$ cat config.mk
export PLATFORM = sky130hd
export DESIGN_NAME = icap_reboot_ctrl_flat
export DESIGN_NICKNAME = d
export VERILOG_FILES = /design/src/rtl/icap_reboot_ctrl_if.sv /design/src/rtl/icap_reboot_ctrl.sv /design/src/flat_wrapper.sv
export SDC_FILE = /design/constraint.sdc
export NUM_CORES = 1
export LEC_CHECK = 0
export CAP_MARGIN = 20
export CORE_MARGIN = 1
export CORE_UTILIZATION = 51
export DETAILED_ROUTE_END_ITERATION = 6
export PLACE_DENSITY = 0.88
export SETUP_SLACK_MARGIN = 0.05
export SLEW_MARGIN = 30
export SYNTH_ARGS = -nofsm -noshare
export SYNTH_HDL_FRONTEND = slang
export SYNTH_SLANG_ARGS = --single-unit
$ cat constraint.sdc
create_clock -name clk -period 4.98 [get_ports clk]
set_input_delay 0.498 -clock clk [delete_from_list [all_inputs] [get_ports clk]]
set_output_delay 0.498 -clock clk [all_outputs]
set_load 0.02 [all_outputs]
$ cat src/rtl/icap_reboot_ctrl_if.sv
// Classic Wishbone link (single master, single slave) used on both sides of the ICAP arbiter.
interface icap_reboot_ctrl_if;
  localparam int unsigned DW = 32;

  logic          cyc;
  logic          stb;
  logic          we;
  logic [DW-1:0] dat_w;
  logic [DW-1:0] dat_r;
  logic          ack;

  modport master (output cyc, stb, we, dat_w, input dat_r, ack);
  modport slave  (input cyc, stb, we, dat_w, output dat_r, ack);
endinterface

$ cat src/rtl/icap_reboot_ctrl.sv
// ICAP port arbiter: CPU pass-through, plus a sequencer that streams the
// Spartan-3A IPROG multiboot command sequence to reboot from boot_addr.
module icap_reboot_ctrl #(
  parameter logic [7:0]  SPI_OPCODE  = 8'h0B,
  parameter bit          BIT_SWAP    = 1'b1,
  parameter int unsigned ACK_TIMEOUT = 255,
  parameter int unsigned POST_WAIT   = 65535
) (
  input  logic                clk,
  input  logic                reset,
  icap_reboot_ctrl_if.slave   s,
  icap_reboot_ctrl_if.master  m,
  input  logic                reboot_req,
  input  logic [23:0]         boot_addr,
  output logic                busy,
  output logic                fail
);

  localparam int unsigned DW       = 32;
  localparam int unsigned AW       = 24;
  localparam int unsigned IW       = 5;
  localparam int unsigned LAST_IDX = 27;
  localparam int unsigned CNT_MAX  = (ACK_TIMEOUT > POST_WAIT) ? ACK_TIMEOUT : POST_WAIT;
  localparam int unsigned CW       = $clog2(CNT_MAX + 1);

  typedef enum logic [2:0] {S_IDLE, S_DRAIN, S_XFER, S_POST, S_FAIL} state_t;

  state_t          state;
  logic [AW-1:0]   addr_q;
  logic [IW-1:0]   byte_idx;
  logic [CW-1:0]   cnt;
  logic            m_cyc_q, m_stb_q, m_we_q;
  logic [DW-1:0]   m_dat_q;
  logic            s_ack_q;
  logic [DW-1:0]   s_dat_q;
  logic            busy_q, fail_q;

  logic [15:0]     word;
  logic [7:0]      raw_byte;
  logic [7:0]      swp_byte;
  logic [7:0]      seq_byte;

  assign m.cyc   = m_cyc_q;
  assign m.stb   = m_stb_q;
  assign m.we    = m_we_q;
  assign m.dat_w = m_dat_q;
  assign s.ack   = s_ack_q;
  assign s.dat_r = s_dat_q;
  assign busy    = busy_q;
  assign fail    = fail_q;

  // IPROG command byte selected by byte_idx (MSB byte of each word first).
  always_comb begin
    word     = 16'hFFFF;
    raw_byte = 8'h00;
    swp_byte = 8'h00;
    seq_byte = 8'h00;
    case (byte_idx[4:1])
      4'd0:    word = 16'hFFFF;
      4'd1:    word = 16'hAA99;
      4'd2:    word = 16'h3261;
      4'd3:    word = addr_q[15:0];
      4'd4:    word = 16'h3281;
      4'd5:    word = {SPI_OPCODE, addr_q[23:16]};
      4'd6:    word = 16'h32A1;
      4'd7:    word = 16'h0000;
      4'd8:    word = 16'h32C1;
      4'd9:    word = {SPI_OPCODE, 8'h00};
      4'd10:   word = 16'h30A1;
      4'd11:   word = 16'h000E;
      4'd12:   word = 16'h2000;
      4'd13:   word = 16'h2000;
      default: word = 16'hFFFF;
    endcase
    raw_byte = byte_idx[0] ? word[7:0] : word[15:8];
    for (int i = 0; i < 8; i++) swp_byte[i] = raw_byte[7-i];
    seq_byte = BIT_SWAP ? swp_byte : raw_byte;
  end

  // Ownership FSM with registered bus outputs.
  always_ff @(posedge clk) begin
    if (reset) begin
      state    <= S_IDLE;
      addr_q   <= '0;
      byte_idx <= '0;
      cnt      <= '0;
      m_cyc_q  <= 1'b0;
      m_stb_q  <= 1'b0;
      m_we_q   <= 1'b0;
      m_dat_q  <= '0;
      s_ack_q  <= 1'b0;
      s_dat_q  <= '0;
      busy_q   <= 1'b0;
      fail_q   <= 1'b0;
    end else begin
      s_ack_q <= 1'b0;
      case (state)
        S_IDLE, S_FAIL: begin
          s_ack_q <= m.ack & m_stb_q;
          if (m.ack) s_dat_q <= m.dat_r;
          if (reboot_req) begin
            addr_q   <= boot_addr;
            fail_q   <= 1'b0;
            byte_idx <= '0;
            cnt      <= '0;
            busy_q   <= 1'b1;
            if (m_stb_q && !m.ack) begin
              // CPU transfer already on the bus: let it finish first.
              state <= S_DRAIN;
            end else begin
              state   <= S_XFER;
              m_cyc_q <= 1'b1;
              m_stb_q <= 1'b0;
              m_we_q  <= 1'b1;
              m_dat_q <= '0;
            end
          end else begin
            // Stb drops after an ack so a CPU still holding stb is not replayed.
            m_cyc_q <= s.cyc;
            m_stb_q <= s.cyc & s.stb & ~m.ack & ~s_ack_q;
            m_we_q  <= s.we;
            m_dat_q <= s.dat_w;
          end
        end

        S_DRAIN: begin
          if (m.ack) begin
            s_ack_q <= 1'b1;
            s_dat_q <= m.dat_r;
            m_cyc_q <= 1'b1;
            m_stb_q <= 1'b0;
            m_we_q  <= 1'b1;
            cnt     <= '0;
            state   <= S_XFER;
          end else if (cnt == CW'(ACK_TIMEOUT - 1)) begin
            state   <= S_FAIL;
            fail_q  <= 1'b1;
            busy_q  <= 1'b0;
            m_cyc_q <= 1'b0;
            m_stb_q <= 1'b0;
            m_we_q  <= 1'b0;
          end else begin
            cnt <= cnt + CW'(1);
          end
        end

        S_XFER: begin
          if (!m_stb_q) begin
            m_stb_q <= 1'b1;
            m_dat_q <= {24'd0, seq_byte};
            cnt     <= '0;
          end else if (m.ack) begin
            m_stb_q <= 1'b0;
            if (byte_idx == IW'(LAST_IDX)) begin
              state   <= S_POST;
              m_cyc_q <= 1'b0;
              m_we_q  <= 1'b0;
              cnt     <= '0;
            end else begin
              byte_idx <= byte_idx + IW'(1);
            end
          end else if (cnt == CW'(ACK_TIMEOUT - 1)) begin
            state   <= S_FAIL;
            fail_q  <= 1'b1;
            busy_q  <= 1'b0;
            m_cyc_q <= 1'b0;
            m_stb_q <= 1'b0;
            m_we_q  <= 1'b0;
          end else begin
            cnt <= cnt + CW'(1);
          end
        end

        S_POST: begin
          // FPGA normally reconfigures here; surviving POST_WAIT cycles means it did not.
          if (cnt == CW'(POST_WAIT - 1)) begin
            state  <= S_FAIL;
            fail_q <= 1'b1;
            busy_q <= 1'b0;
          end else begin
            cnt <= cnt + CW'(1);
          end
        end

        default: state <= S_IDLE;
      endcase
    end
  end

endmodule

$ cat src/flat_wrapper.sv
// flat-port wrapper written by rule: the top's interface ports become plain ports
module icap_reboot_ctrl_flat 
#(
  parameter logic [7:0]  SPI_OPCODE  = 8'h0B,
  parameter bit          BIT_SWAP    = 1'b1,
  parameter int unsigned ACK_TIMEOUT = 255,
  parameter int unsigned POST_WAIT   = 65535
)
  (clk, reset, reboot_req, boot_addr, busy, fail, s_cyc, s_stb, s_we, s_dat_w, s_dat_r, s_ack, m_cyc, m_stb, m_we, m_dat_w, m_dat_r, m_ack);
  icap_reboot_ctrl_if s_i ();
  icap_reboot_ctrl_if m_i ();
  input  logic clk;
  input  logic reset;
  input  logic reboot_req;
  input  logic [23:0] boot_addr;
  output logic busy;
  output logic fail;
  input wire logic [$bits(s_i.cyc)-1:0] s_cyc;
  input wire logic [$bits(s_i.stb)-1:0] s_stb;
  input wire logic [$bits(s_i.we)-1:0] s_we;
  input wire logic [$bits(s_i.dat_w)-1:0] s_dat_w;
  output wire logic [$bits(s_i.dat_r)-1:0] s_dat_r;
  output wire logic [$bits(s_i.ack)-1:0] s_ack;
  output wire logic [$bits(m_i.cyc)-1:0] m_cyc;
  output wire logic [$bits(m_i.stb)-1:0] m_stb;
  output wire logic [$bits(m_i.we)-1:0] m_we;
  output wire logic [$bits(m_i.dat_w)-1:0] m_dat_w;
  input wire logic [$bits(m_i.dat_r)-1:0] m_dat_r;
  input wire logic [$bits(m_i.ack)-1:0] m_ack;
  assign s_i.cyc = s_cyc;
  assign s_i.stb = s_stb;
  assign s_i.we = s_we;
  assign s_i.dat_w = s_dat_w;
  assign s_dat_r = s_i.dat_r;
  assign s_ack = s_i.ack;
  assign m_cyc = m_i.cyc;
  assign m_stb = m_i.stb;
  assign m_we = m_i.we;
  assign m_dat_w = m_i.dat_w;
  assign m_i.dat_r = m_dat_r;
  assign m_i.ack = m_ack;
  icap_reboot_ctrl #(.SPI_OPCODE(SPI_OPCODE), .BIT_SWAP(BIT_SWAP), .ACK_TIMEOUT(ACK_TIMEOUT), .POST_WAIT(POST_WAIT)) u_core (.clk(clk), .reset(reset), .s(s_i), .m(m_i), .reboot_req(reboot_req), .boot_addr(boot_addr), .busy(busy), .fail(fail));
endmodule
# Word-level counts from Yosys, hierarchy flattened
# Index checks and enable logic that the tools add are counted.
op_classes:
  n_addsub: 2
  n_eq_ne: 31
  muxes: 64
  bitwise: 6
  n_reduce_logical: 18
op_table:
  columns: ["cell", "count"]
  rows:
  - ["$pmux W16 S12", 1]
  - ["$mux W16", 7]
  - ["$mux W32", 3]
  - ["$pmux W16 S4", 1]
  - ["$pmux W32 S2", 1]
  - ["$mux W1", 30]
  - ["$eq A4 B4 Y1 const B", 6]
  - ["$mux W3", 7]
  - ["$mux W5", 4]
  - ["$add A16 B1 Y16 const B", 1]
  - ["$eq A16 B16 Y1 const B", 1]
  - ["$eq A16 B8 Y1 const B", 1]
  - ["$eq A4 B3 Y1 const B", 4]
  - ["$reduce_and A4 Y1", 4]
  - ["$pmux W3 S4", 1]
  - ["$ne A2 B2 Y1 const B", 5]
  - ["$pmux W5 S2", 1]
  - ["$pmux W1 S3", 3]
  - ["$eq A4 B2 Y1 const B", 2]
  - ["$mux W8", 1]
  - ["$pmux W1 S4", 2]
  - ["$eq A3 B2 Y1 const B", 2]
  - ["$ne A3 B2 Y1 const B", 2]
  - ["$reduce_and A3 Y1", 2]
  - ["other kinds (22)", 29]
totals:
  reg_bits: 118
  inputBits: 95
  out_inout_bits: 70
  wordCells: 133

# Depth between registers and ports, before layout
logic_depth:
  ltp_word: 6
  depth_mapped: 8
  mapped_depth_nobuf: 7

# Worst setup path before layout
# OpenSTA, ideal clock, no wires.
synth_path:
  kind: "register to register"
  startpoint: "register u_core.cnt[11]"
  endpoint: "register u_core.cnt[2]"
  setup_time_ns: 0.070
  arrival_time_ns: 1.790
  t_required_ns: 4.910
  slack_ns: 3.120
  path_stages_with_launch: 7
  path_buffers: 1
  synth_period_minus_slack_ns: 1.860
  cell_sequence: "dfxtp_1 > clkbuf_1 > or4_1 > or4_4 > nor3_4 > o21ai_1 > a21oi_1"
synth_via:
  elab_chain_cells: 5
  elab_cells_between_ends: 9
  cone_classes: "eq/ne (3); mux (5); reduce/logical (1)"
synth_lines:
  columns: ["element", "line", "text"]
  rows:
  - ["from (decl)", "icap_reboot_ctrl.sv:31", "logic [CW-1:0] cnt;"]
  - ["from (signal assigned)", "icap_reboot_ctrl.sv:143", "cnt <= cnt + CW'(1);"]
  - ["from (signal assigned)", "icap_reboot_ctrl.sv:170", "cnt <= cnt + CW'(1);"]
  - ["from (signal assigned)", "icap_reboot_ctrl.sv:181", "cnt <= cnt + CW'(1);"]
  - ["$eq A16 B8 Y1", "icap_reboot_ctrl.sv:135, icap_reboot_ctrl.sv:162", null]
  - ["$mux W16 (3 in series)", null, null]
  - ["$pmux W16 S4", null, null]
# Parallel ways exist; a longest one is shown, timed or not.
# A chain may end at the register's enable or synchronous reset.

# Final worst setup path
layout_path:
  startpoint: "register u_core.state[1]"
  endpoint: "register u_core.m_dat_q[2], in the netlist u_core.m.dat_w[2]"
layout_via:
  elab_chain_cells: 4
  elab_cells_between_ends: 9
  cone_classes: "eq/ne (4); mux (1); reduce/logical (4)"
layout_lines:
  columns: ["element", "line", "text"]
  rows:
  - ["from (decl)", "icap_reboot_ctrl.sv:28", "state_t state;"]
  - ["from (signal assigned)", "icap_reboot_ctrl.sv:83", "state <= S_IDLE;"]
  - ["from (signal assigned)", "icap_reboot_ctrl.sv:109", "state <= S_DRAIN;"]
  - ["from (signal assigned)", "icap_reboot_ctrl.sv:111", "state <= S_XFER;"]
  - ["$eq A3 B3 Y1 or $logic_not A3 Y1 (tied branches)", "icap_reboot_ctrl.sv:97", "case (state)"]
  - ["$reduce_or A2 Y1", "icap_reboot_ctrl.sv:97", null]
  - ["$ne A3 B3 Y1 (no line) or $reduce_bool A2 Y1 (tied branches)", null, null]
  - ["$reduce_and A3 Y1 (no line)", null, null]
  - ["to (signal assigned)", "icap_reboot_ctrl.sv:122", "m_dat_q <= s.dat_w;"]
  - ["to (signal assigned)", "icap_reboot_ctrl.sv:150", "m_dat_q <= {24'd0, seq_byte};"]
  - ["to (decl)", "icap_reboot_ctrl.sv:33", "logic [DW-1:0] m_dat_q;"]
# Parallel ways exist; a longest one is shown, timed or not.

==> metrics.txt <==
Synth Warn #=0; post-CTS sizing=0; multiplexer area fraction after synthesis=0.549%; Longest Clk Path Bufs=2; Netlist Area Pre-Place=5470 sq um; status=completed; CP required=5.34 ns; post-synth top area cell=dfxtp_1; RSZ-0062 raised after global routing=false; DR iter-0 viols=450; CTS root buf=clkbuf_8; CTS H-tree depth=4; Slew Limit Fails=0; largest family of logic cells by synthesized area=simple AND/OR/NAND/NOR gates; register area share after synthesis=43.2%; row cnt=37; Initial Util=52.7%; first-pass GRT wire length=26.9 mm; CP Max Fanout=31; min cycle time layout=2.91 ns; Synth Instances=721; Post-layout nets=954; Worst-path clk slew=0.06 ns; Boundary Pins=165; layout cells sized above 1=6.21%; area share of the largest cell type after synthesis=43.2%; CP peak stage delay=0.74 ns; Critical Path Start Type=register; Rel. slew slack=41.1%; post-synthesis adder-cell area fraction=0.870%; pre-CTS setup slack=2.15 ns; CTS sink count=118; Synth Area in Simple Gates=26.0%; Max-Cap Viols=0; Fmax=343 MHz; count leader, synth=nand2_1; Post-Synth XOR/XNOR Area=0.801%; Final period util=58.5%; Arr. time, crit path=3.27 ns; # DRC=0; pin count of the biggest net entering global routing=104; syn avg cell area=7.58 sq um; ys flop type=dfxtp_1; Vias=5889; post-synthesis compound-gate area fraction=23.9%; TNS Setup=0 ns; routability cong.=0.930; Die Span Y=106 microns; # fillers=767; hold_buf cts=0; Pre-antenna DRT Iters=7; top cells by count, synth=nand2_1, a21oi_1, dfxtp_1; WL final=16.5 mm; synth unique cells=61; Final Hold Viols=0; critical path class=reg2reg; port buffer count=164; detailed placement HPWL=11.1 mm; asr flop ratio synth=0%; Yosys reg bits=118; area growth from synthesis to layout=40.5%; ant diodes=0; peak supply drop=0.000341 V; worst path cell trace=nand2b_1 > nor2_1 > nor2_4 > a2111oi_0 > a311oi_1; Post-synth EDFFs=0; WP buf/inv=0; final instance area=7680 sq um; Worst-Margin Slew=0.882 ns; grt ovf=0; slowest CP cell=dfxtp_1; Area contributors post-synth=dfxtp_1, nand2_1, a21oi_1; cts bufs inserted=17; Clk Latency, worst-skew pair=0.52 ns; Net Count, Synth=819; Setup Buffers After CTS=0; endpoints failing setup=0; CP Capture Type=register; Final ANT Viol Nets=0; Setup WS post-layout=2.07 ns; DIE AREA=11100 sq um; Core Footprint=10400 sq um; power density cells=458 nW/um^2; vias in the first global route=5617; delay-heaviest family, CP=simple AND/OR/NAND/NOR gates; all-layer global routing usage=30.2%; skew final=0.00680 ns; Hold WC Path Type=reg2reg; CTS tree=yes; Pleak=2.73 nW; utilization after layout=74.1%; Area after DPL=7120 sq um; initial antenna violation count=0; chip width=106 microns; vias per cell=5.86; post-DR wirelength/cell=16.4 microns
[cells by family after synthesis]
logic type                 count (synthesis)
and+or+nand+nor                          305
AOI/OAI and AO/OA                        221
DFF                                      118
buffers and inverters                     65
xor gates and xnor gates                   5
adders and majority gates                  4
muxes                                      3
[through the flow]
stage | cells | power [mW] | hold WS, ns
2_1_floorplan | 721 | 1.92 | 0.432
3_3_place_gp | 973 | 2.32 | 0.437
3_5_place_dp | 973 | 2.36 | 0.444
4_1_cts | 1005 | 3.52 | 0.452
5_1_grt | 1005 | 3.69 | 0.470
6_report | 1005 | 3.52 | 0.449
[registers in the layout, summed over array words and instances, names as in the netlist]
register / flops
u_core.m.cyc: 1
u_core.busy: 1
u_core.byte_idx: 5
u_core.addr_q: 24
u_core.cnt: 16
u_core.m.dat_w: 32
u_core.s.ack: 1
u_core.state: 3
u_core.fail: 1
u_core.m.stb: 1
u_core.m.we: 1
u_core.s.dat_r: 32
[final cells by class]
cell class                 count  area, sq um  share of cell area (%)
clock buffer                  17          414                    5.39
clock inverter                15          146                    1.91
inverter                      13         48.8                   0.635
multi-input combinational    538         2870                    37.3
sequential                   118         2360                    30.7
tap                          136          170                    2.21
timing repair buffer         168         1670                    21.8
[cell usage in the layout, fill, tap and decap left out, types with 3 or more instances in the layout]
| cell | instances |
|---|---|
| o32ai_1 | 3 |
| a22oi_1 | 3 |
| clkdlybuf4s50_1 | 163 |
| nor2b_1 | 9 |
| nand2b_1 | 4 |
| o21bai_1 | 3 |
| nand2_1 | 169 |
| a2bb2oi_1 | 3 |
| clkinv_4 | 5 |
| nor4b_1 | 3 |
| a311oi_1 | 5 |
| inv_1 | 11 |
| a31oi_1 | 13 |
| o21ai_0 | 23 |
| and4b_1 | 3 |
| nor3_1 | 12 |
| clkbuf_16 | 16 |
| nand3_1 | 35 |
| clkinvlp_4 | 4 |
| or4_1 | 5 |
| nor4_1 | 4 |
| or2_2 | 4 |
| o22ai_1 | 5 |
| buf_4 | 4 |
| a21o_1 | 6 |
| ha_1 | 3 |
| a21boi_0 | 3 |
| and3_1 | 5 |
| inv_6 | 3 |
| a211oi_1 | 5 |
| dfxtp_1 | 118 |
| a21oi_1 | 119 |
| nor2_1 | 33 |
| o21ai_1 | 3 |
| xnor2_1 | 5 |
| o31ai_1 | 6 |
| nand4_1 | 4 |
| nor3b_1 | 3 |
| mux2i_1 | 3 |
[tightest hold or removal path: stages (launching register included)]
cell	delay [ns]
dfxtp_1	0.31
nand2_1	0.05
a21oi_1	0.05
[where the power goes]
group / total (mW) / leakage (nW) / switching, mW / internal, mW
registers: 1.22 / 0.966 / 0.131 / 1.09
logic: 1.14 / 1.50 / 0.663 / 0.477
clock network: 1.15 / 0.263 / 0.483 / 0.671
total: 3.52 / 2.73 / 1.28 / 2.24
[layer usage]
layer | vias to the layer above | global-route usage (%) | part of all wire, %
met2 | 277 | 50.3 | 48
met1 | 2751 | 37.1 | 41
met5 | - | 0 | 0
met3 | 44 | 7.92 | 7.5
met4 | 0 | 12.0 | 3.0
li1 | 2817 | - | -
[worst paths after layout]
check | startpoint | endpoint | slack (ns) | cells after the start
worst max-delay path | u_core.state[1] | u_core.m.dat_w[2] | 2.07 | 5
worst min-delay path | u_core.m.dat_w[21] | u_core.m.dat_w[21] | 0.45 | 2
worst max register to register | u_core.state[1] | u_core.m.dat_w[2] | 2.07 | 5
worst min register to register | u_core.m.dat_w[21] | u_core.m.dat_w[21] | 0.45 | 2
No activity file was read; power rests on OpenSTA's default activity.
